File: src/rtl/booth_mul_pkg.sv
// booth_mul_pkg: shared state encoding, default width and Booth op-select for booth_mul
package booth_mul_pkg;
  localparam int W_DEF = 8;
  typedef enum logic [1:0] {IDLE = 2'd0, CALC = 2'd1, OUT_LO = 2'd2, OUT_HI = 2'd3} state_t;
  typedef enum logic [1:0] {NOP = 2'd0, ADD = 2'd1, SUB = 2'd2} op_t;
  function automatic op_t booth_op(input logic q0, input logic q_1);
    return ({q0, q_1} == 2'b01) ? ADD : ({q0, q_1} == 2'b10) ? SUB : NOP;
  endfunction
endpackage

File: src/rtl/booth_step.sv
// booth_step: one combinational radix-2 Booth step (add/sub then arithmetic shift of {A,Qr,q_1})
module booth_step import booth_mul_pkg::*; #(
  parameter int W = W_DEF
) (
  input  logic [W:0]   a,
  input  logic [W-1:0] qr,
  input  logic         q_1,
  input  logic [W:0]   mr,
  output logic [W:0]   a_nx,
  output logic [W-1:0] qr_nx,
  output logic         q_1_nx
);
  op_t op;
  logic [W:0] sum;
  always_comb begin
    op = booth_op(qr[0], q_1);
    sum = (op == ADD) ? a + mr : (op == SUB) ? a - mr : a;
    {a_nx, qr_nx, q_1_nx} = {sum[W], sum, qr};
  end
endmodule

File: src/rtl/booth_mul.sv
// booth_mul: sequential radix-2 Booth multiplier streaming the 2W-bit product as two W-bit beats.
// Optional BOOTH_MUL_DONE_EN adds a one-cycle done pulse after the high beat.
module booth_mul import booth_mul_pkg::*; #(
  parameter int W = W_DEF
) (
  input  logic         clk,
  input  logic         reset,
  input  logic         start,
  input  logic [W-1:0] M,
  input  logic [W-1:0] Q,
  output logic         busy,
  output logic         out_valid,
  output logic [W-1:0] outbus
`ifdef BOOTH_MUL_DONE_EN
  ,
  output logic         done
`endif
);
  localparam int CW = $clog2(W + 1);
  state_t state, state_nx;
  logic [W:0] a, mr, a_nx;
  logic [W-1:0] qr, qr_nx;
  logic q_1, q_1_nx;
  logic [CW-1:0] cnt;
  booth_step #(.W(W)) u_step (
    .a(a), .qr(qr), .q_1(q_1), .mr(mr),
    .a_nx(a_nx), .qr_nx(qr_nx), .q_1_nx(q_1_nx)
  );
  always_ff @(posedge clk or negedge reset)
    if (!reset) state <= IDLE;
    else state <= state_nx;
  always_comb
    state_nx = (state == IDLE) ? (start ? CALC : IDLE) :
               (state == CALC) ? ((cnt == CW'(1)) ? OUT_LO : CALC) :
               (state == OUT_LO) ? OUT_HI : IDLE;
  // A and Mr carry an extra sign bit so Mr = -2^(W-1) negates without overflow
  always_ff @(posedge clk or negedge reset)
    if (!reset) begin
      a <= '0;
      qr <= '0;
      q_1 <= 1'b0;
      mr <= '0;
      cnt <= '0;
    end else if (state == IDLE && start) begin
      a <= '0;
      qr <= Q;
      q_1 <= 1'b0;
      mr <= {M[W-1], M};
      cnt <= CW'(W);
    end else if (state == CALC) begin
      a <= a_nx;
      qr <= qr_nx;
      q_1 <= q_1_nx;
      cnt <= cnt - 1'b1;
    end
  always_comb begin
    busy = (state != IDLE);
    out_valid = (state == OUT_LO) || (state == OUT_HI);
    outbus = (state == OUT_LO) ? qr : (state == OUT_HI) ? a[W-1:0] : '0;
  end
`ifdef BOOTH_MUL_DONE_EN
  always_ff @(posedge clk or negedge reset)
    if (!reset) done <= 1'b0;
    else done <= (state == OUT_HI);
`endif
endmodule

File: config.mk
export PLATFORM = sky130hd
export DESIGN_NAME = booth_mul
export DESIGN_NICKNAME = d
export VERILOG_FILES = /design/src/rtl/booth_mul_pkg.sv /design/src/rtl/booth_step.sv /design/src/rtl/booth_mul.sv
export SDC_FILE = /design/constraint.sdc
export NUM_CORES = 1
export LEC_CHECK = 0
export ABC_AREA = 1
export CORE_MARGIN = 10
export CORE_UTILIZATION = 56
export CTS_CLUSTER_DIAMETER = 150
export DETAILED_ROUTE_END_ITERATION = 8
export PLACE_DENSITY = 0.85
export SYNTH_ARGS = -nofsm -noshare
export SYNTH_HDL_FRONTEND = slang
export SYNTH_SLANG_ARGS = --single-unit
File: constraint.sdc
create_clock -name clk -period 2.2 [get_ports clk]
set_clock_uncertainty 0.15 [all_clocks]
set_input_delay 0.66 -clock clk [delete_from_list [all_inputs] [get_ports clk]]
set_output_delay 0.66 -clock clk [all_outputs]
set_load 0.05 [all_outputs]
* Word level (Yosys, flattened, before mapping) *
Index checks and enable logic that the tools add are counted.
Widths: inputs -> output; s select.

cells by class
  add/subtract/negate cells = 3
  reductions and logical operators = 5
  equality and inequality tests = 8
  muxes and demuxes = 19

operators with widths
  operator             count
  $mux 9               4
  $mux 8               4
  $mux 2               6
  $add 9x9->9          1
  $sub 9x9->9          1
  $eq 2x2->1 const B   4
  $mux 4               2
  $eq 2x1->1 const B   3
  $eq 4x1->1 const B   1
  $reduce_bool 2->1    2
  $sub 4x1->4 const B  1
  $mux 1               3
  $logic_not 2->1      1
  $logic_and 1x1->1    1
  $logic_or 1x1->1     1

word-level totals
  output and inout bits = 10
  input bits = 19
  bits in registers = 32
  logic and storage cells = 41

* Depth between registers and ports, before layout *
  word-level depth = 8
  depth in mapped cells = 14
  mapped depth without buffers = 13

* Cells and area by module *
Synthesis repeated with hierarchy kept, for this count alone.

second synthesis, totals
  cells, all modules = 360
  area total of the unflattened synthesis = 2449.8 µm²

by module, submodules not included
  module      sequential area each (µm²)  times used  cells an instance  area each (µm²)
  booth_mul   800.8                       1           173                1437.6
  booth_step  0.0                         1           187                1012.2

* Worst setup path after synthesis *
OpenSTA, ideal clock, no wires.

  path type = register to output
  start = register state[0]
  end = output port outbus[3]
  required time = 1.390 ns
  cell stages (with the launch flop) = 5
  buffers on the path = 1
  arrival time = 1.844 ns
  path slack = -0.454 ns
  path through = dfrtp_1 > buf_4 > inv_4 > nand2_1 > o21ai_0

between the ends
  longest elaborated chain between the ends = 3
  elaborated cells between the ends (all ways) = 4
  those cells by class = 2 x eq/ne; 2 x mux

ends and longest elaborated chain
  element                 RTL line         RTL
  start, declared         booth_mul.sv:20  state_t state, state_nx;
  start signal, assigned  booth_mul.sv:31  else state <= state_nx;
  $eq 2x2->1              booth_mul.sv:59  outbus = (state == OUT_LO) ? qr : (state == OUT_HI) ? a[W-1:0] : '0;
  $mux 8                  booth_mul.sv:59
  $mux 8 *                booth_mul.sv:59
  end, declared           booth_mul.sv:13  output logic [W-1:0] outbus

Every way passes the cells marked *; elsewhere a longest branch is shown, timed or not.

* Final worst setup path *
  start = register state[0]
  end = output port outbus[7]

Same word-level chain as after synthesis.

==> metrics.cfg <==
[synthesis]
synthCells = 324
synthXorXnorAreaFrac_pct = 1.08
synth_area_leaders = dfrtp_1, nand2_1, ha_1
synth-simple-area-share_pct = 24.3
muxShareOfSynthArea_pct = 0
yosys_warnings = 0
avgSynthCellArea_um2 = 7.53
yosys.area.top_type = dfrtp_1
synth.distinct_cells = 35
synth_fa_ha_area_share_pct = 11.9
syn-cell-area_um2 = 2440
yosys.area.top_type_share_pct = 31.8
synth-edff-count = 0
synth_top_family_by_area = simple AND/OR/NAND/NOR gates
yosysSeqAreaShare_pct = 31.8
ys.flop_type = dfrtp_1
synth-seq-cells = 31
synth_nets = 365
synth-compound-area-share_pct = 17.3
async_flop_share_pct = 100

[drt]
drc_errors = 0
num_vias = 2310
drtIter0Drc = 209
firstDrtPassIters = 5
viasPerCell = 5.70
finalWirelength_um = 6490
routedWlPerCell_um = 16.0
ant_nets = 0

[clock_tree]
clkTransAtPathRegs_ns = 0.06
htreeDepth = 2
clock_sinks = 31
cts_buffer_depth = 2
clockRootBuffer = clkbuf_8
cts_made_buffers = 5
tritoncts = done
clock_latency_ns = 0.29

[floorplanning]
fp-row-count = 23
fp.dieH_um = 86.0
die_w_um = 86.0
coreArea_um2 = 4120
io_pins = 29
die-area_um2 = 7400
initial_core_util_pct = 59.3

[sta]
setup_violations = 0
tightest_slew_ns = 0.408
timing.final.crit_share_pct = 97.9
relSlewSlack_pct = 72.8
fin_ws_ns = 0.0462
finalHoldViolCount = 0
drv_slew = 0
grt_setup_unrepaired = no
max_freq_mhz = 464
finalCriticalPeriod_ns = 2.15

[finish]
diodes = 0
final_util_pct = 74.6
nets = 395
num-fill-cells = 274
areaGrowthSynthToFinish_pct = 25.7
drive_gt1_share_pct = 18.3
final_area_um2 = 3070

[worst_setup_path]
cp_slowest_cell = dfrtp_2
worstPathRequired_ns = 1.39
critPathArrivalTime_ns = 1.34
endpoint_kind = output port
crit_path_max_incr_delay_ns = 0.47
path_class = flip-flop to output port
path_max_fanout = 10
start_kind = flip-flop
path_cells = inv_4 > nand2_8 > o21ai_4 > buf_12

[global_routing]
grt_use_total_pct = 17.5
grt_pass1_vias = 2298
grt_pass1_wl_um = 10700
antenna_found_initial = 0
grt_overflow = 0
grt_max_degree = 32

[placement]
place.gp.congestion = 0.944
dp_hpwl_um = 4590
place_area_um2 = 2840
dp_slack_ns = 0.131
port_buffers = 28

[status]
status = finished, final reports clean

[pwr]
p_total_uw = 5220
p_per_area_nw_per_um2 = 1700
p_leak_uw = 0.00150
peakVddDrop_mv = 0.845

[run]
maxCapViolations = 0

[min_path]
hold_class = flip-flop to flip-flop

## cell usage after synthesis, types with 3 or more instances
cell type and number:
dfrtp_1 31, a21oi_1 15, o21ai_0 14, nand3_1 29, buf_6 7, o21ai_1 18
nor2_1 11, o22ai_1 6, inv_2 7, a22oi_2 4, nand4_1 5, a21oi_2 3
buf_4 4, nand2_1 74, inv_1 46, ha_1 20
## stage by stage
| stage | std cells | TNS (ns) | hold WS, ns |
|---|---|---|---|
| final | 405 | 0 | 0.398 |
| after global routing | 405 | 0 | 0.428 |
| after detailed placement | 396 | 0 | 0.367 |
| after floorplan | 324 | -0.936 | 0.214 |
| after CTS | 404 | 0 | 0.385 |
| after global placement | 396 | 0 | 0.350 |
## registers in the layout (all words and copies together), names as in the netlist
| name | flops |
|---|---|
| q_1 | 1 |
| mr | 8 |
| a | 8 |
| cnt | 4 |
| state | 2 |
| qr | 8 |
## where the power goes
group | leakage (uW) | switching [uW] | internal (uW)
clock | 0.0000515 | 220 | 285
combinational | 0.00107 | 2270 | 1340
sequential | 0.000379 | 250 | 862
total | 0.00150 | 2740 | 2490
## worst max-delay path, delay by kind of cell (launching register included)
kind	cells	cell delay, ns
and+or+nand+nor	1	0.12
buffers and inverters	2	0.28
DFF	1	0.47
AOI/OAI and AO/OA	1	0.18
## cell usage in the layout (no fill, tap or decap), drive strengths merged, types with 3 or more instances in the layout
cell           netlist  final
a21oi               18     18
a22oi                6      6
buf                 12     19
clkbuf               2      8
clkdlybuf4s50        0     18
dfrtp               31     31
ha                  20     20
inv                 55     55
nand2               77     77
nand3               29     29
nand4                5      5
nor2                15     15
nor3                 3      3
o21ai               34     34
o22ai                6      6
## cells by family after synthesis
logic type               after synthesis
buffers and inverters                 69
AO/OA/AOI/OAI                         69
flip-flops                            31
adder cells (fa/ha/maj)               22
XOR/XNOR                               3
AND/OR/NAND/NOR                      130
## final timing paths
kind | startpoint | slack, ns | end | cells after the start
max | state[0] | 0.05 | outbus[7] | 4
min | mr[0] | 0.40 | mr[0] | 2
max reg2reg | a[1] | 0.14 | a[7] | 10
min reg2reg | mr[0] | 0.40 | mr[0] | 2
max in group asynchronous | reset | 0.97 | state[1] | 2
min in group asynchronous | reset | 0.62 | cnt[0] | 2
## what timing repair did
action | in CTS | in global routing
buffers inserted | 0 | 1
hold buffers | 0 | 0
gates resized for setup | 14 | 8
endpoints found under the setup margin | 8 | 10
pin swaps | 0 | 0
endpoints found under the hold margin | 0 | 0
## per-layer routing
metal | GRT usage, % | up-vias | wire (um)
met4 | 7.34 | 0 | 148
met1 | 20.1 | 1080 | 2570
li1 | - | 1114 | -
met5 | 0 | - | 0
met2 | 29.5 | 102 | 3190
met3 | 5.01 | 14 | 579
## final cells by class
type | count | area, um2 | area share [%]
sequential | 31 | 778 | 25.4
inverter | 55 | 211 | 6.89
timing repair buffer | 37 | 473 | 15.4
multi-input combinational | 224 | 1440 | 47.0
clock buffer | 8 | 100 | 3.26
tap | 50 | 62.6 | 2.04
No activity file was read; power rests on OpenSTA's default activity.
